<file path="config.mk">
export PLATFORM = sky130hd
export DESIGN_NAME = lsu_ctrl_flat
export DESIGN_NICKNAME = d
export VERILOG_FILES = /design/src/rtl/lsu_ctrl_pkg.sv /design/src/rtl/lsu_ctrl_if.sv /design/src/rtl/lsu_ctrl_load_align.sv /design/src/rtl/lsu_ctrl.sv /design/src/flat_wrapper.sv
export SDC_FILE = /design/constraint.sdc
export NUM_CORES = 1
export LEC_CHECK = 0
export CAP_MARGIN = 15
export CELL_PAD_IN_SITES_DETAIL_PLACEMENT = 0
export CELL_PAD_IN_SITES_GLOBAL_PLACEMENT = 2
export CORE_ASPECT_RATIO = 1.5
export CORE_MARGIN = 3
export CORE_UTILIZATION = 23
export CTS_CLUSTER_DIAMETER = 50
export DETAILED_ROUTE_END_ITERATION = 16
export PLACE_DENSITY_LB_ADDON = 0.1
export SYNTH_ARGS = -nofsm -noshare
export SYNTH_HDL_FRONTEND = slang
export SYNTH_SLANG_ARGS = --single-unit
</file>
<file path="constraint.sdc">
create_clock -name clk -period 2.1 [get_ports clk]
set_input_delay 0.315 -clock clk [delete_from_list [all_inputs] [get_ports clk]]
set_output_delay 0.315 -clock clk [all_outputs]
set_load 0.1 [all_outputs]
</file>
<file path="src/rtl/lsu_ctrl_pkg.sv">
// lsu_ctrl shared types: access sizes, FSM states, load side-band.
// Also holds the alignment legality helper.
package lsu_ctrl_pkg;

  typedef enum logic [1:0] {
    SIZE_B = 2'd0,
    SIZE_H = 2'd1,
    SIZE_W = 2'd2,
    SIZE_X = 2'd3
  } size_e;

  typedef enum logic [1:0] {
    ST_IDLE    = 2'd0,
    ST_RD_WAIT = 2'd1,
    ST_HOLD    = 2'd2
  } state_e;

  typedef struct packed {
    logic [1:0] off;
    size_e      size;
    logic       uns;
    logic [4:0] rd;
  } ld_sb_t;

  function automatic logic acc_ok(
    input size_e      sz,
    input logic [1:0] lo
  );
    logic ok;
    unique case (sz)
      SIZE_B:  ok = 1'b1;
      SIZE_H:  ok = ~lo[0];
      SIZE_W:  ok = (lo == 2'b00);
      default: ok = 1'b0;
    endcase
    return ok;
  endfunction

endpackage

</file>
<file path="src/rtl/lsu_ctrl_if.sv">
// lsu_ctrl bundle: request handshake, RAM port,
// write-back response and error pulse.
interface lsu_ctrl_if #(
  parameter int AW = 32,
  parameter int DW = 32,
  parameter int MW = 4
) ();

  logic          req_valid;
  logic          req_ready;
  logic          req_we;
  logic [1:0]    req_size;
  logic          req_unsigned;
  logic [AW-1:0] req_addr;
  logic [DW-1:0] req_wdata;
  logic [4:0]    req_rd;

  logic [AW-1:0] ram_addr;
  logic [DW-1:0] ram_din;
  logic          ram_cs;
  logic          ram_we;
  logic [MW-1:0] ram_wem;
  logic [DW-1:0] ram_dout;

  logic          rsp_valid;
  logic          rsp_ready;
  logic [DW-1:0] rsp_rdata;
  logic [4:0]    rsp_rd;

  logic          err_valid;
  logic [AW-1:0] err_addr;

  modport slave (
    input  req_valid, req_we, req_size,
    input  req_unsigned, req_addr,
    input  req_wdata, req_rd,
    input  ram_dout, rsp_ready,
    output req_ready,
    output ram_addr, ram_din, ram_cs,
    output ram_we, ram_wem,
    output rsp_valid, rsp_rdata, rsp_rd,
    output err_valid, err_addr
  );

  modport master (
    output req_valid, req_we, req_size,
    output req_unsigned, req_addr,
    output req_wdata, req_rd,
    output ram_dout, rsp_ready,
    input  req_ready,
    input  ram_addr, ram_din, ram_cs,
    input  ram_we, ram_wem,
    input  rsp_valid, rsp_rdata, rsp_rd,
    input  err_valid, err_addr
  );

endinterface

</file>
<file path="src/rtl/lsu_ctrl_load_align.sv">
// Load data lane extraction and sign/zero
// extension for registered RAM read data.
module lsu_load_align
  import lsu_ctrl_pkg::*;
(
  input  logic [31:0] dout,
  input  logic [1:0]  off,
  input  size_e       size,
  input  logic        uns,
  output logic [31:0] rdata
);

  logic [7:0]  b;
  logic [15:0] h;

  always_comb begin
    b = dout[{off, 3'b000} +: 8];
    h = dout[{off[1], 4'b0000} +: 16];
    unique case (size)
      SIZE_B:  rdata = {{24{~uns & b[7]}}, b};
      SIZE_H:  rdata = {{16{~uns & h[15]}}, h};
      default: rdata = dout;
    endcase
  end

endmodule

</file>
<file path="src/rtl/lsu_ctrl.sv">
// MEM-stage load/store control in front of
// the data RAM, with a one-entry result skid.
module lsu_ctrl
  import lsu_ctrl_pkg::*;
#(
  parameter int AW = 32,
  parameter int DW = 32,
  parameter int MW = 4
) (
  input  logic       clk,
  input  logic       rstn,
  lsu_ctrl_if.slave  bus
);

  state_e        state_q;
  state_e        state_d;
  ld_sb_t        sb_q;
  logic [DW-1:0] hold_q;
  logic [DW-1:0] fmt;
  logic          err_q;
  logic [AW-1:0] err_addr_q;
  logic [MW-1:0] wem;

  size_e      size;
  logic [1:0] lo;
  logic       legal;
  logic       fire;
  logic       issue;
  logic       ld_go;

  assign size  = size_e'(bus.req_size);
  assign lo    = bus.req_addr[1:0];
  assign legal = acc_ok(size, lo);
  assign fire  = bus.req_valid & bus.req_ready;
  assign issue = fire & legal;
  assign ld_go = issue & ~bus.req_we;

  lsu_load_align u_align (
    .dout  (bus.ram_dout),
    .off   (sb_q.off),
    .size  (sb_q.size),
    .uns   (sb_q.uns),
    .rdata (fmt)
  );

  always_ff @(posedge clk or negedge rstn) begin
    if (!rstn) state_q <= ST_IDLE;
    else       state_q <= state_d;
  end

  always_comb begin
    state_d = state_q;
    unique case (state_q)
      ST_IDLE: begin
        if (ld_go) state_d = ST_RD_WAIT;
      end
      ST_RD_WAIT: begin
        if (!bus.rsp_ready) state_d = ST_HOLD;
        else if (ld_go)     state_d = ST_RD_WAIT;
        else                state_d = ST_IDLE;
      end
      ST_HOLD: begin
        if (bus.rsp_ready) state_d = ST_IDLE;
      end
      default: state_d = ST_IDLE;
    endcase
  end

  always_comb begin
    bus.req_ready = 1'b0;
    bus.rsp_valid = 1'b0;
    bus.rsp_rdata = hold_q;
    unique case (state_q)
      ST_IDLE: begin
        bus.req_ready = 1'b1;
      end
      ST_RD_WAIT: begin
        bus.req_ready = bus.rsp_ready;
        bus.rsp_valid = 1'b1;
        bus.rsp_rdata = fmt;
      end
      ST_HOLD: begin
        bus.rsp_valid = 1'b1;
      end
      default: ;
    endcase
  end

  assign bus.rsp_rd    = sb_q.rd;
  assign bus.err_valid = err_q;
  assign bus.err_addr  = err_addr_q;

  // Store data is lane-replicated; the mask picks the lanes.
  always_comb begin
    bus.ram_addr = bus.req_addr >> 2;
    bus.ram_cs   = issue;
    bus.ram_we   = issue & bus.req_we;
    bus.ram_din  = bus.req_wdata;
    wem          = '0;
    unique case (size)
      SIZE_B:  bus.ram_din = {4{bus.req_wdata[7:0]}};
      SIZE_H:  bus.ram_din = {2{bus.req_wdata[15:0]}};
      default: ;
    endcase
    if (bus.ram_we) begin
      unique case (size)
        SIZE_B:  wem = 4'b0001 << lo;
        SIZE_H:  wem = 4'b0011 << lo;
        default: wem = 4'b1111;
      endcase
    end
  end

  assign bus.ram_wem = wem;

  always_ff @(posedge clk or negedge rstn) begin
    if (!rstn) begin
      sb_q       <= '0;
      hold_q     <= '0;
      err_q      <= 1'b0;
      err_addr_q <= '0;
    end else begin
      if (ld_go) begin
        sb_q.off  <= lo;
        sb_q.size <= size;
        sb_q.uns  <= bus.req_unsigned;
        sb_q.rd   <= bus.req_rd;
      end
      if (state_q == ST_RD_WAIT && !bus.rsp_ready)
        hold_q <= fmt;
      err_q <= fire & ~legal;
      if (fire & ~legal)
        err_addr_q <= bus.req_addr;
    end
  end

endmodule

</file>
<file path="src/flat_wrapper.sv">
// flat-port wrapper written by rule: the top's interface ports become plain ports
module lsu_ctrl_flat import lsu_ctrl_pkg::*;
#(
  parameter int AW = 32,
  parameter int DW = 32,
  parameter int MW = 4
)
  (clk, rstn, bus_req_valid, bus_req_we, bus_req_size, bus_req_unsigned, bus_req_addr, bus_req_wdata, bus_req_rd, bus_ram_dout, bus_rsp_ready, bus_req_ready, bus_ram_addr, bus_ram_din, bus_ram_cs, bus_ram_we, bus_ram_wem, bus_rsp_valid, bus_rsp_rdata, bus_rsp_rd, bus_err_valid, bus_err_addr);
  lsu_ctrl_if #(.AW(AW), .DW(DW), .MW(MW)) bus_i ();
  input  logic clk;
  input  logic rstn;
  input wire logic [$bits(bus_i.req_valid)-1:0] bus_req_valid;
  input wire logic [$bits(bus_i.req_we)-1:0] bus_req_we;
  input wire logic [$bits(bus_i.req_size)-1:0] bus_req_size;
  input wire logic [$bits(bus_i.req_unsigned)-1:0] bus_req_unsigned;
  input wire logic [$bits(bus_i.req_addr)-1:0] bus_req_addr;
  input wire logic [$bits(bus_i.req_wdata)-1:0] bus_req_wdata;
  input wire logic [$bits(bus_i.req_rd)-1:0] bus_req_rd;
  input wire logic [$bits(bus_i.ram_dout)-1:0] bus_ram_dout;
  input wire logic [$bits(bus_i.rsp_ready)-1:0] bus_rsp_ready;
  output wire logic [$bits(bus_i.req_ready)-1:0] bus_req_ready;
  output wire logic [$bits(bus_i.ram_addr)-1:0] bus_ram_addr;
  output wire logic [$bits(bus_i.ram_din)-1:0] bus_ram_din;
  output wire logic [$bits(bus_i.ram_cs)-1:0] bus_ram_cs;
  output wire logic [$bits(bus_i.ram_we)-1:0] bus_ram_we;
  output wire logic [$bits(bus_i.ram_wem)-1:0] bus_ram_wem;
  output wire logic [$bits(bus_i.rsp_valid)-1:0] bus_rsp_valid;
  output wire logic [$bits(bus_i.rsp_rdata)-1:0] bus_rsp_rdata;
  output wire logic [$bits(bus_i.rsp_rd)-1:0] bus_rsp_rd;
  output wire logic [$bits(bus_i.err_valid)-1:0] bus_err_valid;
  output wire logic [$bits(bus_i.err_addr)-1:0] bus_err_addr;
  assign bus_i.req_valid = bus_req_valid;
  assign bus_i.req_we = bus_req_we;
  assign bus_i.req_size = bus_req_size;
  assign bus_i.req_unsigned = bus_req_unsigned;
  assign bus_i.req_addr = bus_req_addr;
  assign bus_i.req_wdata = bus_req_wdata;
  assign bus_i.req_rd = bus_req_rd;
  assign bus_i.ram_dout = bus_ram_dout;
  assign bus_i.rsp_ready = bus_rsp_ready;
  assign bus_req_ready = bus_i.req_ready;
  assign bus_ram_addr = bus_i.ram_addr;
  assign bus_ram_din = bus_i.ram_din;
  assign bus_ram_cs = bus_i.ram_cs;
  assign bus_ram_we = bus_i.ram_we;
  assign bus_ram_wem = bus_i.ram_wem;
  assign bus_rsp_valid = bus_i.rsp_valid;
  assign bus_rsp_rdata = bus_i.rsp_rdata;
  assign bus_rsp_rd = bus_i.rsp_rd;
  assign bus_err_valid = bus_i.err_valid;
  assign bus_err_addr = bus_i.err_addr;
  lsu_ctrl #(.AW(AW), .DW(DW), .MW(MW)) u_core (.clk(clk), .rstn(rstn), .bus(bus_i));
endmodule
</file>
==> out/qor.txt, run 1 <==
Status -> finished, violations left
Failing checks -> setup timing
Fin. max-slew vios -> 0
Post-synth top area share -> 0.406
Worst-path clk slew -> 0.06 ns
Most common cell after layout, fill and taps aside -> buf_12
Clock skew -> 0.00651 ns
Mean area per synthesized cell -> 10.2 µm²
Distinct cells, synth -> 47
Critical path peak fanout -> 5
Post-DR vias/cell -> 4.50
Max-slew headroom -> 0.588
Min-Delay Path Class -> in -> reg
Port Buffer Count -> 248
Startpoint Class -> flop
CTS Buffer Depth -> 2
Initial core utilization -> 0.237
I/O pin cnt -> 251
Post-DRT Antenna Nets -> 0
Yosys warnings -> 0
DIE HEIGHT -> 182 µm
Cell taking the most area after synthesis -> dfrtp_1
Unrepaired setup endpoints after global routing -> yes
Reg2reg setup slack -> 0.27 ns
Gate Count Post-Synth -> 466
Vias in the first global route -> 4,970
CP required -> 1.78 ns
Die Width -> 123 µm
Crit Path Class -> reg -> out
Final wirelength -> 17.0 mm
First-pass DRT Iterations -> 4
GRT overflow -> 0
Top sig layer -> met4
Wire length on met3 -> 1.43 mm
Sequential element share of the synthesized area -> 0.406
Min Hold Slack -> 0.443 ns
Routed vias -> 4,421
Register bit total from synthesis -> 77
CP arrival -> 2.11 ns
Final min period -> 2.42 ns
Initial antenna violation count -> 0
Reg2reg end -> u_core.bus.err_addr[9]
Worst slew pin tran -> 0.614 ns
Fillcell total -> 1,872
CTS Buf Count -> 9
Worst setup margin -> -0.323 ns
CTS tree -> yes
GRT Total Usage -> 0.153
HPWL Detailed -> 13.5 mm
Reg2reg path depth -> 8
Setup Viol. Count Final -> 37
Commonest non-fill, non-tap cells in the layout -> buf_12, clkdlybuf4s50_1, buf_4
Final Hold Fails -> 0
HP Start -> bus_req_size[1]
Die area -> 22,400 µm²
Reg-to-Reg Start -> u_core.state_q[0]
Max cap viols -> 0
Post-route setup TNS -> -8.05 ns
Clock latency on the worst-skew pair -> 0.35 ns
H-tree levels -> 3
M1 WL -> 5.84 mm
Share of cells above drive strength 1 -> 0.521
Hold path endpoint -> u_core.sb_q[7]
Clock sink count -> 77
P&R area growth vs syn -> 101%
Hold Crit Depth -> 3
Crit path capture type -> output port
Routability cong. -> 0.759
Largest net degree at the start of global routing -> 46
DRC viols -> 0
FP Rows -> 63
First-pass GRT wire length -> 26.8 mm
WL/cell -> 17.3 µm
Met2 wire len -> 9.44 mm
Root Buffer -> clkbuf_16
Synth top area cells -> dfrtp_1, mux2_2, buf_4, a21oi_1, mux2_4
Core box area -> 20,000 µm²
1st-iter DRT viols -> 157
Net count, final -> 829
Final period utilization -> 1.15
Mapped cell area -> 4750 µm²
F_max -> 413 MHz
layout make-up:
type | count | area [µm²] | share of cell area
multi-input combinational | 304 | 2850 | 0.298
sequential | 77 | 1930 | 0.202
timing repair buffer | 312 | 4080 | 0.427
antenna | 1 | 2.50 | 0.000262
tap | 260 | 325 | 0.0341
clock buffer | 12 | 267 | 0.0279
clock inverter | 4 | 55.1 | 0.00577
inverter | 13 | 48.8 | 0.00511
registers in the layout (all words and copies together) (netlist names):
name,count
u_core.bus.err_addr,32
u_core.sb_q,5
u_core.bus.rsp_rd,5
u_core.bus.err_valid,1
u_core.hold_q,32
u_core.state_q,2
synthesized netlist by cell type, drive strengths merged:
| library cell | n |
|---|---|
| nor2 | 44 |
| a221o | 14 |
| nand2b | 2 |
| or3b | 1 |
| buf | 59 |
| a21boi | 2 |
| nor3 | 2 |
| or2 | 1 |
| dfrtp | 77 |
| nor3b | 2 |
| nand2 | 26 |
| a21o | 1 |
| mux2 | 65 |
| nand3 | 1 |
| o221ai | 1 |
| or2b | 1 |
| a211o | 1 |
| mux2i | 14 |
| and2 | 8 |
| o21ai | 27 |
| a22o | 8 |
| conb | 1 |
| ha | 3 |
| clkbuf | 14 |
| a21oi | 44 |
| or3 | 1 |
| nor2b | 12 |
| o22ai | 15 |
| o21a | 4 |
| inv | 13 |
| a221oi | 2 |
kinds of logic after synthesis:
| logic type | Yosys count | share of synthesized area |
|---|---|---|
| buffers and inverters | 86 | 0.118 |
| AOI/OAI and AO/OA | 119 | 0.167 |
| other | 1 | 0.000790 |
| and+or+nand+nor | 101 | 0.106 |
| DFF | 77 | 0.406 |
| muxes | 79 | 0.195 |
| adders and majority gates | 3 | 0.00791 |
stage by stage:
stage | setup WS [ns] | util | cells | area [µm²]
after CTS | -0.375 | 0.469 | 979 | 9390
after global placement | -0.219 | 0.446 | 954 | 8930
final | -0.323 | 0.477 | 983 | 9550
after detailed placement | -0.253 | 0.446 | 954 | 8930
after floorplan | -0.769 | - | 467 | 5240
after global routing | -0.379 | 0.477 | 982 | 9550
per-layer routing:
metal	vias to the layer above	track usage
met5	-	0
met4	0	0.0545
met3	14	0.0545
met2	154	0.275
met1	2144	0.161
li1	2109	-
critical path: stages (launching register included):
cell       delay [ns]
dfrtp_2          0.46
clkbuf_16        0.18
mux2_4           0.33
a22o_4           0.26
a221o_2          0.36
buf_12           0.17
repair_timing:
item | CTS | global route
cloned | 0 | 2
pin swaps | 4 | 10
setup endpoints to repair | 46 | 53
setup buffers | 8 | 3
resized for setup | 18 | 23
endpoints found under the hold margin | 29 | 0
hold buffers | 1 | 0
how the worst max path moves through the flow:
stage                     slack [ns]         startpoint  cells past startpoint           endpoint
after CTS                      -0.37     u_core.sb_q[9]                      5   bus_rsp_rdata[2]
after detailed placement       -0.25   bus_ram_dout[23]                      7  bus_rsp_rdata[11]
after global placement         -0.22   bus_ram_dout[23]                      7  bus_rsp_rdata[10]
after global routing           -0.38     u_core.sb_q[7]                      6   bus_rsp_rdata[5]
after floorplan                -0.77  u_core.state_q[0]                      6     bus_ram_wem[0]
final                          -0.32     u_core.sb_q[9]                      5   bus_rsp_rdata[4]
Power of run 1 is left out: the tool's default activity adds up to more than one toggle a clock period on the data nets, which glitch-free logic cannot reach.
==> run 2, diff against run 1 <==
--- a/config.mk
+++ b/config.mk
@@ -10,7 +10,7 @@
 export CELL_PAD_IN_SITES_GLOBAL_PLACEMENT = 2
 export CORE_ASPECT_RATIO = 1.5
 export CORE_MARGIN = 3
-export CORE_UTILIZATION = 23
+export CORE_UTILIZATION = 20
 export CTS_CLUSTER_DIAMETER = 50
 export DETAILED_ROUTE_END_ITERATION = 16
 export PLACE_DENSITY_LB_ADDON = 0.1
==> constraint.sdc (replaced) <==
create_clock -name clk -period 2.2 [get_ports clk]
set_input_delay 0.33 -clock clk [delete_from_list [all_inputs] [get_ports clk]]
set_output_delay 0.33 -clock clk [all_outputs]
set_load 0.01 [all_outputs]
==> run 2 against run 1 <==
  * The run still ends with setup timing left
  * Via count hardly changed
  * First-iteration DRC count fell by 18%
  * Sequential share of layout area rose by 3.3 points
  * Die area rose by 14%
  * Non-clock buffer count increased by 17
  * Critical path depth is 2 higher
  * Register-to-register slack got worse by 0.08 ns
  * Critical endpoint is now bus_rsp_rdata[1]
==> out/qor.txt, run 2 (synthesis results as in run 1) <==
Share of cells above drive strength 1 -> 0.341 (-0.180)
Ant diodes -> 0 (-1)
Die area -> 25,700 µm² (+14%)
Commonest non-fill, non-tap cells in the layout -> clkdlybuf4s50_1, dfrtp_1, buf_4
WL/cell -> 16.9 µm (-1.9%)
Final wirelength -> 17.8 mm (+5.2%)
HPWL Detailed -> 13.9 mm (+3.3%)
F_max -> 427 MHz
Final total power -> 10.3 mW
CP required -> 1.87 ns (+0.09 ns)
Final period utilization -> 1.06
Leak -> 3.49 nW
Clock skew -> 0.0117 ns (+0.00521 ns)
CP Cell Sequence -> buf_6 -> nor2b_4 -> and2_4 -> buf_6 -> a22o_4 -> a221o_2 -> buf_6
Reg power frac -> 0.244
Routability cong. -> 0.788 (+3.9%)
Setup Viol. Count Final -> 20 (-46%)
Min-Delay Path Class -> reg -> reg
CP arrival -> 2.01 ns (-0.10 ns)
1st-iter DRT viols -> 129 (-18%)
Vias in the first global route -> 4,963 (-0.14%)
CTS Buf Count -> 9 (unchanged)
Initial antenna violation count -> 0 (unchanged)
DRC viols -> 0 (unchanged)
Critical path peak fanout -> 6 (+1)
First-pass GRT wire length -> 28.1 mm (+5.1%)
Die Width -> 132 µm (+6.9%)
Worst setup margin -> -0.140 ns (+0.183 ns)
P&R area growth vs syn -> 73.2%
First-pass DRT Iterations -> 7 (+3)
Net count, final -> 846 (+2.1%)
DIE HEIGHT -> 195 µm (+7.0%)
GRT Total Usage -> 0.138 (-0.0142)
Startpoint Class -> flop
CTS Buffer Depth -> 2 (unchanged)
Failing checks -> setup timing
Fin cells -> 1,054 (+7.2%)
Final min period -> 2.34 ns
GRT overflow -> 0 (unchanged)
Sw Share -> 0.380
Largest net degree at the start of global routing -> 40 (-13%)
Status -> finished, violations left
FP Rows -> 68 (+7.9%)
Worst vdd ir -> 0.399 mV
CTS tree -> yes
Most common cell after layout, fill and taps aside -> clkdlybuf4s50_1
Core box area -> 23,100 µm² (+16%)
Largest stage delay on the critical path -> 0.45 ns (about the same)
Final Hold Fails -> 0 (unchanged)
Placed Cells -> 1,023 (+7.2%)
Clock sink count -> 77 (unchanged)
Int Pwr -> 6.41 mW
Post-DRT Antenna Nets -> 0 (unchanged)
Reg2reg setup slack -> 0.19 ns (-0.08 ns)
Slowest CP cell -> dfrtp_2
Fin. max-slew vios -> 0 (unchanged)
Logic pwr share -> 0.613
Crit path capture type -> output port
Port Buffer Count -> 248 (unchanged)
DP Area -> 7750 µm² (-13%)
H-tree levels -> 3 (unchanged)
Max-slew headroom -> 0.642 (+0.0537)
Total net switching power -> 3.92 mW
Worst-path clk slew -> 0.07 ns (about the same)
Pwr dens -> 1260 nW/µm²
Final instance area -> 8220 µm² (-14%)
Routed vias -> 4,425 (+0.090%)
Clk pwr share -> 0.143
Crit path top cell by count -> buf_6
Max cap viols -> 0 (unchanged)
Root Buffer -> clkbuf_16
Top delay family on crit path -> compound AO/OA/AOI/OAI gates
Worst slew pin tran -> 0.537 ns (-0.0772 ns)
Unrepaired setup endpoints after global routing -> yes
Clock latency on the worst-skew pair -> 0.34 ns (about the same)
Post-DR vias/cell -> 4.20 (-6.7%)
Crit Path Class -> reg -> out
Initial core utilization -> 0.205 (-0.0320)
Crit path buf inv count -> 3 (+1)
I/O pin cnt -> 251 (unchanged)
## run 2: changes by cell type in the layout (fill, tap and decap cells not counted), moves of 8 or more
cell	delta
a21oi_1	+12
a21oi_4	-15
buf_12	-100
buf_2	+33
buf_4	-21
clkdlybuf4s50_1	+97
o21ai_0	+8
o21ai_2	-8
## run 2: per-layer routing
layer | GRT usage | up-vias | share of wire
met2 | 0.256 | 157 | 0.54
met5 | 0 | - | 0
met4 | 0.0518 | 0 | 0.027
li1 | - | 2144 | -
met3 | 0.0399 | 23 | 0.058
met1 | 0.148 | 2101 | 0.38
## run 2: worst paths after layout
check,start,cells after the start,end
max,u_core.sb_q[9],7,bus_rsp_rdata[1]
min,u_core.hold_q[15],2,u_core.hold_q[15]
max reg2reg,u_core.state_q[1],8,u_core.hold_q[0]
min reg2reg,u_core.hold_q[15],2,u_core.hold_q[15]
max in group asynchronous,rstn,3,u_core.sb_q[9]
min in group asynchronous,rstn,2,u_core.bus.err_addr[13]
## run 2: final cells by class
type                       instances  area [µm²]
timing repair buffer             329        3090
sequential                        77        1930
inverter                          13        48.8
multi-input combinational        304        2470
fill                            2399       14900
clock inverter                     7        62.6
clock buffer                       9         225
tap                              315         394
## run 2: worst register-to-register path, cell delays in order (launching register included)
cell and delay [ns]:
dfrtp_1 0.39, inv_2 0.07, ha_2 0.19, buf_4 0.22
buf_12 0.17, nand2b_1 0.19, buf_4 0.22, and2_1 0.15
a221o_2 0.29
## run 2: power by group through the flow
stage	logic [mW]	registers [mW]	clock network [mW]
after detailed placement	6.26	2.52	0
after CTS	6.31	2.52	1.56
after global placement	6.23	2.49	0
final	6.33	2.52	1.48
after global routing	6.88	2.62	1.61
after floorplan	2.86	2.59	0
## run 2: through the flow
step,setup slack (ns),util,hold slack (ns),TNS [ns]
global placement,-0.403,0.335,0.353,-13.99
global route,-0.230,0.355,0.524,-5.39
floorplan,0.212,-,0.0344,0
detailed placement,-0.406,0.335,0.354,-13.97
CTS,-0.195,0.352,0.495,-2.96
finish,-0.140,0.355,0.493,-1.93
## run 2: what timing repair did
action,CTS,global route
endpoints found under the setup margin,63,46
pin swaps,8,12
hold buffers,1,0
hold endpoints to repair,38,0
setup buffers,11,4
gates resized for setup,192,25
No activity file was read; power rests on OpenSTA's default activity.
==> run 3, diff against run 2 <==
--- a/config.mk
+++ b/config.mk
@@ -8,7 +8,7 @@
 export CAP_MARGIN = 15
 export CELL_PAD_IN_SITES_DETAIL_PLACEMENT = 0
 export CELL_PAD_IN_SITES_GLOBAL_PLACEMENT = 2
-export CORE_ASPECT_RATIO = 1.5
+export CORE_ASPECT_RATIO = 0.75
 export CORE_MARGIN = 3
 export CORE_UTILIZATION = 20
 export CTS_CLUSTER_DIAMETER = 50
==> run 3 against run 2 <==
  * The flow still finishes with violations (setup timing)
  * First-iteration DRC count grew 7.8%
  * Utilization up 0.25 points
  * Total power hardly changed
  * Critical path depth fell by 1
  * Flip-flop and latch count unchanged
  * Maximum frequency is 5.4% lower
  * Largest power group unchanged
  * Highest routed layer unchanged
==> out/qor.txt, run 3 (synthesis results as in run 1) <==
Leak -> 3.55 nW (+1.7%)
Initial core utilization -> 0.205 (-0.000354)
CTS Buffer Depth -> 2 (unchanged)
DIE HEIGHT -> 139 µm (-28%)
Worst-path clk slew -> 0.07 ns (about the same)
Root Buffer -> clkbuf_16
Failing checks -> setup timing
Unrepaired setup endpoints after global routing -> yes
Final core occ -> 0.358 (+0.00246)
CP arrival -> 2.14 ns (+0.13 ns)
Worst setup margin -> -0.273 ns (-0.133 ns)
Vias in the first global route -> 4,365 (-12%)
Die Width -> 184 µm (+40%)
Min-Delay Path Class -> in -> async
Area of the multi-input gates -> 2460 µm² (-0.46%)
Critical path peak fanout -> 5 (-1)
First-pass DRT Iterations -> 4 (-3)
Post-DRT Antenna Nets -> 0 (unchanged)
Setup Viol. Count Final -> 31 (+55%)
Routed vias -> 4,376 (-1.1%)
Clock latency on the worst-skew pair -> 0.35 ns (about the same)
Post-DR vias/cell -> 4.18 (-0.35%)
Ant diodes -> 0 (unchanged)
Commonest non-fill, non-tap cells in the layout -> clkdlybuf4s50_1, dfrtp_1, buf_4
Fillcell total -> 2,344 (-2.3%)
Reg area -> 1930 µm² (unchanged)
CP Cell Sequence -> buf_12 -> buf_8 -> mux2_4 -> a22o_4 -> a221o_2 -> buf_6
Fin. max-slew vios -> 0 (unchanged)
Placed Cells -> 1,014 (-0.88%)
Status -> finished, violations left
Port Buffer Count -> 248 (unchanged)
DRC viols -> 0 (unchanged)
Crit Path Class -> reg -> out
Max-slew headroom -> 0.641 (-0.000806)
FP Rows -> 48 (-29%)
WL/cell -> 16.3 µm (-3.4%)
Top delay family on crit path -> compound AO/OA/AOI/OAI gates
Worst vdd ir -> 0.472 mV (+18%)
Final Hold Fails -> 0 (unchanged)
Most common cell after layout, fill and taps aside -> clkdlybuf4s50_1
Final min period -> 2.47 ns (+0.133 ns)
Crit path buf inv count -> 3 (unchanged)
HPWL Detailed -> 13.2 mm (-5.7%)
Clock skew -> 0.0109 ns (-0.000782 ns)
Startpoint Class -> flop
Fin cells -> 1,046 (-0.76%)
Final period utilization -> 1.12 (+0.0603)
Routability cong. -> 0.727 (-7.7%)
Largest net degree at the start of global routing -> 42 (+5.0%)
Final wirelength -> 17.1 mm (-4.2%)
CTS tree -> yes
GRT Total Usage -> 0.130 (-0.00803)
Die area -> 25,600 µm² (about the same)
Core box area -> 23,200 µm² (+0.17%)
F_max -> 404 MHz (-5.4%)
Max cap viols -> 0 (unchanged)
H-tree levels -> 3 (unchanged)
CTS Buf Count -> 9 (unchanged)
Slowest CP cell -> dfrtp_2
First-pass GRT wire length -> 26.0 mm (-7.5%)
GRT overflow -> 0 (unchanged)
Worst slew pin tran -> 0.538 ns (+0.000630 ns)
Largest stage delay on the critical path -> 0.45 ns (about the same)
Clock sink count -> 77 (unchanged)
Net count, final -> 853 (+0.83%)
Pwr dens -> 1250 nW/µm² (-0.81%)
CP required -> 1.87 ns (about the same)
P&R area growth vs syn -> 74.7%
1st-iter DRT viols -> 139 (+7.8%)
Share of cells above drive strength 1 -> 0.349 (+0.00752)
I/O pin cnt -> 251 (unchanged)
Initial antenna violation count -> 0 (unchanged)
Crit path capture type -> output port
==> run 3: cell types whose count changed in the layout (fill, tap and decap cells not counted), sizes merged, moves of 3 or more <==
| cell | before | now |
|---|---|---|
| clkinvlp | 0 | 3 |
| clkdlybuf4s50 | 202 | 182 |
| clkdlybuf4s15 | 0 | 7 |
| dlygate4sd2 | 7 | 26 |
| inv | 18 | 15 |
==> run 3: final cells by class <==
type	instances	area share
multi-input cells	304	0.296
well taps	300	0.0453
clock inverters	6	0.00845
clock buffers	10	0.0276
repair buffers	336	0.384
inverters	13	0.00589
flip-flops and latches	77	0.233
==> run 3: routing by layer <==
metal | track usage | up-vias | part of all wire
met5 | 0 | - | 0
met4 | 0.0239 | 0 | 0.0073
met3 | 0.0429 | 9 | 0.078
met2 | 0.199 | 191 | 0.43
met1 | 0.182 | 2018 | 0.48
li1 | - | 2158 | -
==> run 3: per-stage QoR <==
step                      power [mW]  setup TNS [ns]  instance area (µm²)  setup WS (ns)  hold slack [ns]
after floorplan                 5.44               0                 4750          0.212           0.0344
final                           10.3           -4.63                 8290         -0.273            0.487
after global placement          8.59          -18.30                 7750         -0.456            0.345
after detailed placement        8.63          -18.95                 7750         -0.500            0.345
after global routing            11.1           -7.82                 8290         -0.332            0.492
after CTS                       10.3           -7.16                 8170         -0.307            0.489
==> run 3: final timing paths <==
kind,cells past startpoint,endpoint,startpoint,slack [ns]
hold / removal,2,u_core.bus.err_addr[22],rstn,0.49
max in group asynchronous,3,u_core.sb_q[9],rstn,1.05
hold reg to reg,1,u_core.bus.err_addr[30],u_core.bus.err_addr[30],0.49
setup reg to reg,8,u_core.hold_q[27],u_core.state_q[1],0.24
min in group clk,1,u_core.bus.err_addr[30],u_core.bus.err_addr[30],0.49
setup / recovery,6,bus_rsp_rdata[1],u_core.sb_q[9],-0.27
==> run 3: repair_timing <==
| item | 4_1_cts | 5_1_grt |
|---|---|---|
| endpoints found under the hold margin | 36 | 0 |
| hold buffers | 1 | 0 |
| resized for setup | 171 | 57 |
| pin swaps | 8 | 7 |
| cloned | 1 | 0 |
| buffers inserted | 5 | 10 |
| setup endpoints to repair | 69 | 47 |
==> run 3: worst register-to-register path, delay by kind of cell (launching register included) <==
kind,cells,cell delay (ns)
adder cells (fa/ha/maj),1,0.16
AND/OR/NAND/NOR,1,0.27
buffers and inverters,4,0.77
flip-flops,1,0.39
AO/OA/AOI/OAI,2,0.25
==> run 3: where the power goes <==
group          leakage, nW  internal [mW]  switching, mW
sequential           0.912           2.12          0.366
combinational         2.51           3.49           2.80
clock                0.136          0.888          0.667
